**config.mk**
```make
export PLATFORM = sky130hd
export DESIGN_NAME = freq_meas_sequencer
export DESIGN_NICKNAME = d
export VERILOG_FILES = /design/src/rtl/freq_meas_sequencer.sv
export SDC_FILE = /design/constraint.sdc
export NUM_CORES = 1
export LEC_CHECK = 0
export CAP_MARGIN = 20
export CORE_UTILIZATION = 57
export DETAILED_ROUTE_END_ITERATION = 10
export DONT_BUFFER_PORTS = 1
export PLACE_DENSITY = 0.73
export SLEW_MARGIN = 20
export SYNTH_ARGS = -nofsm -noshare
export SYNTH_HDL_FRONTEND = slang
export SYNTH_SLANG_ARGS = --single-unit
```
**constraint.sdc**
```tcl
create_clock -name clk_i -period 2.15 [get_ports clk_i]
set_input_delay 0.645 -clock clk_i [delete_from_list [all_inputs] [get_ports clk_i]]
set_output_delay 0.645 -clock clk_i [all_outputs]
set_load 0.1 [all_outputs]
```
**src/rtl/freq_meas_sequencer.sv**
```systemverilog
// Wishbone master that runs one frequency-counter measurement per request:
// reset counter, wait ready, arm, poll done, read count/phase, clear, publish.
//
// state     | meaning
// IDLE      | waiting for start (or continuous re-run after DONE)
// RST_WR    | write 0x01 to the control register
// WAIT_RDY  | poll control register until ready (bit 5)
// ARM_WR    | write 0x80 to the control register, clear measurement timer
// POLL_DONE | poll control register until done (bit 6) or measurement timeout
// RD_COUNT  | read coarse count into shadow
// RD_PHASE  | read phase begin/end into shadow
// CLR_WR    | write 0x01 to the control register (also the abort/timeout exit)
// DONE      | result registers updated, valid pulse
// ERR       | bus idle, sticky error until next start
module freq_meas_sequencer #(
    parameter logic [31:0] ADDR_CTRL    = 32'h8,
    parameter logic [31:0] ADDR_COUNT   = 32'h9,
    parameter logic [31:0] ADDR_PHASE   = 32'hA,
    parameter int unsigned POLL_GAP     = 16,
    parameter int unsigned ACK_TIMEOUT  = 16,
    parameter logic [31:0] MEAS_TIMEOUT = 32'd50_000_000
) (
    input  logic        clk_i,
    input  logic        ext_rst_i,
    input  logic        start_i,
    input  logic        abort_i,
    input  logic        continuous_i,
    output logic [31:0] m_adr_o,
    output logic [31:0] m_dat_o,
    input  logic [31:0] m_dat_i,
    output logic        m_we_o,
    output logic [3:0]  m_sel_o,
    output logic        m_cyc_o,
    output logic        m_stb_o,
    input  logic        m_ack_i,
    input  logic        m_err_i,
    output logic [31:0] result_count_o,
    output logic [3:0]  result_phase_begin_o,
    output logic [3:0]  result_phase_end_o,
    output logic        result_valid_o,
    output logic        busy_o,
    output logic        error_o,
    output logic [1:0]  error_code_o,
    output logic [3:0]  state_o
);
    localparam int unsigned ACW = $clog2(ACK_TIMEOUT + 1);
    localparam int unsigned GW  = $clog2(POLL_GAP + 1);

    localparam logic [3:0] S_IDLE      = 4'd0;
    localparam logic [3:0] S_RST_WR    = 4'd1;
    localparam logic [3:0] S_WAIT_RDY  = 4'd2;
    localparam logic [3:0] S_ARM_WR    = 4'd3;
    localparam logic [3:0] S_POLL_DONE = 4'd4;
    localparam logic [3:0] S_RD_COUNT  = 4'd5;
    localparam logic [3:0] S_RD_PHASE  = 4'd6;
    localparam logic [3:0] S_CLR_WR    = 4'd7;
    localparam logic [3:0] S_DONE      = 4'd8;
    localparam logic [3:0] S_ERR       = 4'd9;

    logic [3:0]     r_state;
    logic           r_stb, r_first, r_we;
    logic [ACW-1:0] r_ack_cnt;
    logic [GW-1:0]  r_gap;
    logic [31:0]    r_adr, r_dat, r_timer;
    logic           r_tflag, r_abort, r_from_done;
    logic [31:0]    r_sh_count, r_res_count;
    logic [7:0]     r_sh_phase, r_res_phase;
    logic           r_valid, r_error;
    logic [1:0]     r_code;

    logic           w_busy, w_we, w_abort_req, w_poll_miss;
    logic [31:0]    w_adr, w_wdat;
    logic [3:0]     w_ack_nxt;

    assign w_busy      = (r_state != S_IDLE) && (r_state != S_ERR);
    assign w_abort_req = abort_i | r_abort;

    always_comb begin
        w_we   = 1'b0;
        w_adr  = ADDR_CTRL;
        w_wdat = 32'h01;
        case (r_state)
            S_RST_WR, S_CLR_WR: w_we = 1'b1;
            S_ARM_WR: begin
                w_we   = 1'b1;
                w_wdat = 32'h80;
            end
            S_RD_COUNT: w_adr = ADDR_COUNT;
            S_RD_PHASE: w_adr = ADDR_PHASE;
            default: ;
        endcase
    end

    // Successor state when the current access is acknowledged.
    always_comb begin
        w_ack_nxt   = r_state;
        w_poll_miss = 1'b0;
        case (r_state)
            S_RST_WR:    w_ack_nxt = S_WAIT_RDY;
            S_WAIT_RDY:  if (m_dat_i[5]) w_ack_nxt = S_ARM_WR; else w_poll_miss = 1'b1;
            S_ARM_WR:    w_ack_nxt = S_POLL_DONE;
            S_POLL_DONE: if (m_dat_i[6]) w_ack_nxt = S_RD_COUNT; else w_poll_miss = 1'b1;
            S_RD_COUNT:  w_ack_nxt = S_RD_PHASE;
            S_RD_PHASE:  w_ack_nxt = S_CLR_WR;
            S_CLR_WR:    w_ack_nxt = r_tflag ? S_ERR : (w_abort_req ? S_IDLE : S_DONE);
            default: ;
        endcase
        if (w_abort_req && r_state != S_CLR_WR)
            w_ack_nxt = S_CLR_WR;
    end

    always_ff @(posedge clk_i or negedge ext_rst_i) begin
        if (!ext_rst_i) begin
            r_state     <= S_IDLE;
            r_stb       <= 1'b0;
            r_first     <= 1'b0;
            r_we        <= 1'b0;
            r_ack_cnt   <= '0;
            r_gap       <= '0;
            r_adr       <= '0;
            r_dat       <= '0;
            r_timer     <= '0;
            r_tflag     <= 1'b0;
            r_abort     <= 1'b0;
            r_from_done <= 1'b0;
            r_sh_count  <= '0;
            r_sh_phase  <= '0;
            r_res_count <= '0;
            r_res_phase <= '0;
            r_valid     <= 1'b0;
            r_error     <= 1'b0;
            r_code      <= 2'd0;
        end else begin
            r_valid <= 1'b0;
            if (abort_i && w_busy)
                r_abort <= 1'b1;
            if (r_state == S_POLL_DONE && r_timer != MEAS_TIMEOUT)
                r_timer <= r_timer + 32'd1;
            case (r_state)
                S_IDLE: begin
                    if (start_i || (continuous_i && r_from_done)) begin
                        r_state     <= S_RST_WR;
                        r_from_done <= 1'b0;
                        r_gap       <= '0;
                        r_tflag     <= 1'b0;
                    end
                end
                S_ERR: begin
                    if (start_i) begin
                        r_state <= S_RST_WR;
                        r_error <= 1'b0;
                        r_code  <= 2'd0;
                        r_gap   <= '0;
                        r_tflag <= 1'b0;
                    end
                end
                S_DONE: begin
                    r_abort <= 1'b0;
                    if (w_abort_req)
                        r_state <= S_IDLE;
                    else if (continuous_i)
                        r_state <= S_RST_WR;
                    else begin
                        r_state     <= S_IDLE;
                        r_from_done <= 1'b1;
                    end
                end
                default: begin
                    if (r_stb) begin
                        // First strobe cycle may carry a stale ack from the slave.
                        if (r_first)
                            r_first <= 1'b0;
                        else if (m_err_i) begin
                            r_stb   <= 1'b0;
                            r_state <= S_ERR;
                            r_error <= 1'b1;
                            r_code  <= 2'd1;
                            r_abort <= 1'b0;
                        end else if (m_ack_i) begin
                            r_stb   <= 1'b0;
                            r_state <= w_ack_nxt;
                            r_gap   <= (w_poll_miss && !w_abort_req) ? GW'(POLL_GAP - 1) : '0;
                            if (r_state == S_ARM_WR)
                                r_timer <= '0;
                            if (r_state == S_RD_COUNT)
                                r_sh_count <= m_dat_i;
                            if (r_state == S_RD_PHASE)
                                r_sh_phase <= m_dat_i[7:0];
                            if (w_ack_nxt == S_ERR) begin
                                r_error <= 1'b1;
                                r_code  <= 2'd3;
                                r_abort <= 1'b0;
                            end
                            if (w_ack_nxt == S_IDLE)
                                r_abort <= 1'b0;
                            if (w_ack_nxt == S_DONE) begin
                                r_res_count <= r_sh_count;
                                r_res_phase <= r_sh_phase;
                                r_valid     <= 1'b1;
                            end
                        end else if (r_ack_cnt == ACW'(ACK_TIMEOUT - 1)) begin
                            r_stb   <= 1'b0;
                            r_state <= S_ERR;
                            r_error <= 1'b1;
                            r_code  <= 2'd2;
                            r_abort <= 1'b0;
                        end else
                            r_ack_cnt <= r_ack_cnt + 1'b1;
                    end else if (w_abort_req && r_state != S_CLR_WR)
                        r_state <= S_CLR_WR;
                    else if (r_state == S_POLL_DONE && r_timer == MEAS_TIMEOUT) begin
                        r_state <= S_CLR_WR;
                        r_tflag <= 1'b1;
                    end else if (r_gap != '0)
                        r_gap <= r_gap - 1'b1;
                    else begin
                        r_stb     <= 1'b1;
                        r_first   <= 1'b1;
                        r_ack_cnt <= '0;
                        r_adr     <= w_adr;
                        r_we      <= w_we;
                        r_dat     <= w_we ? w_wdat : 32'd0;
                    end
                end
            endcase
        end
    end

    assign m_adr_o              = r_adr;
    assign m_dat_o              = r_dat;
    assign m_we_o               = r_we;
    assign m_sel_o              = r_stb ? 4'hF : 4'h0;
    assign m_cyc_o              = r_stb;
    assign m_stb_o              = r_stb;
    assign result_count_o       = r_res_count;
    assign result_phase_begin_o = r_res_phase[3:0];
    assign result_phase_end_o   = r_res_phase[7:4];
    assign result_valid_o       = r_valid;
    assign busy_o               = w_busy;
    assign error_o              = r_error;
    assign error_code_o         = r_code;
    assign state_o              = r_state;
endmodule
```
# [Word-level counts from Yosys, hierarchy flattened]
# Cells that the tools add are included.
[op_classes] magnitude_cmp=0 n_shift=0 n_bitwise=10 multipliers=0 add_sub_neg=3 mux=103 n_eq_ne=38 reduce_logical=34 n_div=0
[op_table] operator="two-way mux 32 bit" n=8
[op_table] operator="two-way mux 5 bit" n=17
[op_table] operator="two-way mux 4 bit" n=16
[op_table] operator="two-way mux 1 bit" n=44
[op_table] operator="adder 32 x 1 -> 32 bit (second input constant)" n=1
[op_table] operator="equality test 32 x 26 -> 1 bit (second input constant)" n=1
[op_table] operator="!= test 32 x 26 -> 1 bit (second input constant)" n=1
[op_table] operator="AND reduction 6 bit" n=5
[op_table] operator="case mux 4 bit (7 select lines)" n=1
[op_table] operator="!= test 2 bit (second input constant)" n=11
[op_table] operator="!= test 4 x 2 -> 1 bit (second input constant)" n=5
[op_table] operator="equality test 4 x 3 -> 1 bit (second input constant)" n=4
[op_table] operator="equality test 4 bit (second input constant)" n=4
[op_table] operator="case mux 5 bit (3 select lines)" n=1
[op_table] operator="two-way mux 2 bit" n=7
[op_table] operator="case mux 4 bit (3 select lines)" n=1
[op_table] operator="nonzero test 4 bit" n=3
[op_table] operator="AND reduction 5 bit" n=2
[op_table] operator="inverter 1 bit" n=9
[op_table] operator="AND reduction 9 bit" n=1
[op_table] operator="equality test 4 x 2 -> 1 bit (second input constant)" n=2
[op_table] operator="logical NOT 4 bit" n=2
[op_table] operator="two-way mux 8 bit" n=1
[op_table] operator="case mux 1 bit (2 select lines)" n=4
[op_table] operator="other kinds (25)" n=37
[word_totals] in_bits=39 n_memories=0 romBits=0 ff_bits=200 word_cells=207 ramBits=0 latch_bits=0

# [Longest topological paths before layout]
[logic_depth] word_depth=13 depth_mapped=9 mapped_depth_nobuf=9

# [Least setup slack after synthesis]
# No wires, ideal clock.
[synth_path] path_type="reg-to-reg" from="register r_state[0], in the netlist state_o[0]" to="register r_gap[3]" path_slack_ns=-1.932 arrival_ns=3.959 synth_period_minus_slack_ns=4.082 required_time_ns=2.027 setup_time_ns=0.123 path_stages_with_launch=8 cell_sequence="dfrtp_1 > buf_2 > buf_2 > nor2_1 > o21ai_1 > a31oi_1 > and2_1 > o221a_1"
[synth_between] elab_chain_len=9 elab_cells_between_ends=26 cone_classes="eq/ne: 12; mux: 7; bitwise: 1; reduce/logical: 6"
[synth_rtl] element="start: declaration" line="60" source="logic [3:0] r_state;"
[synth_rtl] element="start signal: assignment" line="181" source="r_state <= w_ack_nxt;"
[synth_rtl] element="equality test 4 x 3 -> 1 bit / equality test 4 x 2 -> 1 bit (equally long branches)" line="98, 211"
[synth_rtl] element="case mux 1 bit (2 select lines)" line="98" source="case (r_state)"
[synth_rtl] element="logical AND 1 bit" line="182" source="r_gap <= (w_poll_miss && !w_abort_req) ? GW'(POLL_GAP - 1) : '0;"
[synth_rtl] element="two-way mux 4 bit" line="182"
[synth_rtl] element="two-way mux 5 bit" line="179" source="end else if (m_ack_i) begin"
[synth_rtl] element="two-way mux 5 bit" line="173" source="else if (m_err_i) begin"
[synth_rtl] element="two-way mux 5 bit" line="171" source="if (r_first)"
[synth_rtl] element="two-way mux 5 bit" line="169" source="if (r_stb) begin"
[synth_rtl] element="case mux 5 bit (3 select lines)" line="139" source="case (r_state)"
[synth_rtl] element="end signal: assignment" line="182"
[synth_rtl] element="end signal: assignment" line="215" source="r_gap <= r_gap - 1'b1;"
[synth_rtl] element="end: declaration" line="63" source="logic [GW-1:0] r_gap;"
# Several ways; a longest one is shown, not always the timed one. The select of a mux whose other input is x is not followed.
# A chain may end at the register's enable or synchronous reset.

# [Worst setup path after layout]
[layout_path] from="register r_state[2], in the netlist state_o[2]" to="output busy_o"
[layout_between] elab_chain_len=2 elab_cells_between_ends=3 cone_classes="eq/ne: 1; reduce/logical: 2"
[layout_rtl] element="!= test 4 bit / nonzero test 4 bit (equally long branches)" line="75" source="assign w_busy = (r_state != S_IDLE) && (r_state != S_ERR);"
[layout_rtl] element="logical AND 1 bit (*)" line="75"
[layout_rtl] element="end: declaration" line="41" source="output logic busy_o,"
# Mark *: on every way between the ends. The rest lies on a longest branch, timed or not.

==> flow_summary.toml <==
[global_routing]
grt.total_usage_pct = 26.4
grt_max_degree = 142
grt_antenna_before_repair = 0
grt_first_pass_wirelength_microns = 25800
grt_pass1_vias = 5104
grt-ovfl-total = 0

[synth]
synth.distinct_cells = 62
synth-seq-cells = 141
synthXorXnorAreaFrac_pct = 3.78
yosysWarnings = 0
synth_flop_cell = "dfrtp_1"
synthCells = 616
synthMuxAreaShare_pct = 14.2
postSynth.asyncResetShare_pct = 100
synth_fa_ha_area_share_pct = 1.08
synthSimpleGateAreaFrac_pct = 14.9
netlist_area_sq_um = 6960
syn_avg_cell_area_sq_um = 11.3
synth_top_family_by_area = "simple AND/OR/NAND/NOR gates"
synth_edf_count = 0
synth_compound_area_share_pct = 6.19
yosysSeqAreaShare_pct = 50.7

[critical_path]
crit_top_cell = "buf_4"
critical-path-max-stage-delay_ps = 480
crit_path_start_kind = "flip-flop"
required_ps = 1500
crit_type = "reg -> out"
crit_path_end_kind = "output pin"
crit_chain = "buf_6, buf_4, nor2_1, buf_4, o21ai_4, buf_12"
cp_slowest_cell = "dfrtp_4"
cp.arrival_ps = 1730
critPathMaxFanout = 7

[drt]
drt_iter0_drc = 451
drtPass1Iterations = 5
viasPerCell = 5.93
wirelength_microns = 19700
drc_errors = 0
wire_per_inst_microns = 21.8
num_vias = 5349
antenna_left = 0

[placed_design]
dp_cells = 836
placed_area_sq_um = 7690
post-place-ws_ps = -483
gp_congestion = 0.859
dp_hpwl_microns = 10200
portBuffers = 0

[cells_and_area]
fin_area_sq_um = 9140
layout.nets = 791
syn2layout_area_growth_pct = 31.3
drive_above_1_share_pct = 41.0
fillers = 561
diodes = 0
stdcell_count = 902
utilization_pct = 78.3

[clocking]
cts.reportedPaths.clkPinSlew_ps = 60
numCtsBuffers = 17
cts_tree = "built"
cts_root_buf = "clkbuf_16"
h-tree-depth = 4
clock-sinks = 141
insertion_delay_ps = 430
clock_path_buffers = 2

[floorplan]
die_x_microns = 112
pin_count = 159
dieArea_sq_um = 12700
placementRows = 39
coreArea_sq_um = 11700
die_h_microns = 112
start_util_pct = 59.7

[power]
p_leak_nw = 4.25
finalPower_mw = 12.6
ir_drop_mv = 0.935
p_sw_share_pct = 41.8
p_switching_mw = 5.27
power.share.combinational_pct = 42.1
intPower_mw = 7.34
power_density_nw_per_um2 = 1380
clkPwrFrac_pct = 24.3
p_seq_share_pct = 33.6

[timing]
fin_ws_ps = -222
fin_crit_ps = 2370
clock.fmax_mhz = 422
setup-violations-final = 49
tns_ps = -6350
fin_skew_ps = 15.3
hold_ws_ps = -93.3
hold_viol_final = 141
worst_slew_pin_slew_ps = 968
maxSlewHeadroom_pct = 35.5
fin_crit_sh_pct = 110
rsz0062_at_grt = "true"
drv_slew = 0

[run_status]
violations = "negative hold slack, negative setup slack"
status = "finished, violations left"

[run]
max_cap_violations = 0

[min_path]
hold_path_class = "in -> async"
Yosys cell counts, types with 5 or more instances:
library cell	n	share of area [%]
dfrtp_1	141	51
mux2_1	6	0.97
xnor2_1	6	0.76
clkbuf_1	7	0.38
nor3_1	12	0.86
buf_2	8	0.58
nand4_1	9	0.81
nand2b_1	8	0.72
mux2_2	80	13
a21oi_1	13	0.94
buf_4	69	7.4
ha_1	6	1.1
and3_1	6	0.54
inv_1	10	0.54
xor2_1	24	3.0
o21ai_0	14	1.0
or3_1	5	0.45
nor2_1	55	3.0
nand2_1	36	1.9
nand3_1	20	1.4
a31oi_1	5	0.45
power groups by stage:
stage | Combinational (mW) | Sequential, mW | Clock [mW]
after floorplan | 2.77 | 4.56 | 0
after global placement | 4.49 | 4.09 | 0
after detailed placement | 4.65 | 4.14 | 0
after CTS | 4.81 | 4.17 | 3.05
after global routing | 5.64 | 4.29 | 3.20
final | 5.32 | 4.23 | 3.07
flip-flops by register name, indices dropped and copies added, names as in the netlist, 2 cells and up:
| register | cells |
|---|---|
| error_code_o | 2 |
| m_adr_o | 3 |
| m_dat_o | 2 |
| r_ack_cnt | 5 |
| r_gap | 5 |
| r_res_phase | 8 |
| r_sh_count | 32 |
| r_sh_phase | 8 |
| r_timer | 32 |
| result_count_o | 32 |
| state_o | 4 |
area by class of cell:
cell class                      instances  area (sq um)  share of cell area [%]
Clock buffer                           17           425                    4.66
Clock inverter                         15           186                    2.04
Inverter                               10          37.5                   0.411
Multi-Input combinational cell        438          3460                    37.8
Sequential cell                       141          3550                    38.8
Tap cell                              143           179                    1.96
Timing Repair Buffer                  138          1310                    14.3
cell families after synthesis:
kind of cell / after synthesis
adder cells (fa/ha/maj): 6
other: 1
AO/OA/AOI/OAI: 64
AND/OR/NAND/NOR: 191
XOR/XNOR: 30
flip-flops: 141
buffers and inverters: 95
multiplexers: 88
what timing repair did:
item	4_1_cts	5_1_grt
setup buffers	12	16
pin swaps	6	14
cloned	2	7
endpoints found under the setup margin	101	83
endpoints found under the hold margin	141	141
gates resized for setup	28	80
metal layers:
| layer | global-route usage [%] | wire length [microns] | vias to the layer above |
|---|---|---|---|
| met5 | 0 | 0 | - |
| met4 | 9.24 | 808 | 0 |
| met3 | 8.59 | 1710 | 76 |
| met2 | 43.6 | 9730 | 288 |
| met1 | 32.9 | 7420 | 2696 |
| li1 | - | - | 2289 |
critical path: cells and delay by family (launching register included):
family	cells	cell delay, ps
buf+inv	4	620
compound gates	1	60
flops	1	480
simple gates	1	140
worst paths after layout:
kind                            startpoint                  to  slack, ps  cells past startpoint
max in group asynchronous        ext_rst_i          state_o[3]       2030                      0
min in group clk_i                 m_err_i     error_code_o[1]        320                      1
setup / recovery                state_o[2]              busy_o       -220                      6
hold reg to reg            error_code_o[0]     error_code_o[0]        480                      2
setup reg to reg                state_o[3]  result_count_o[13]       -170                      9
hold / removal                   ext_rst_i            r_gap[0]        -90                      0
cells in the final DEF, fill, tap and decap left out, drive strengths merged, types with 5 or more instances in the layout:
| cell type | n |
|---|---|
| o21ai | 17 |
| nand4 | 9 |
| xor2 | 24 |
| xnor2 | 6 |
| and3 | 6 |
| nand3 | 21 |
| nor3 | 16 |
| nor4 | 6 |
| a21oi | 13 |
| nand2 | 36 |
| nor2 | 55 |
| nor4b | 5 |
| conb | 59 |
| dfrtp | 141 |
| or3 | 5 |
| clkbuf | 21 |
| mux2 | 86 |
| buf | 134 |
| a31oi | 6 |
| inv | 15 |
| ha | 6 |
| nand2b | 8 |
(Power assumes the default switching activity.)
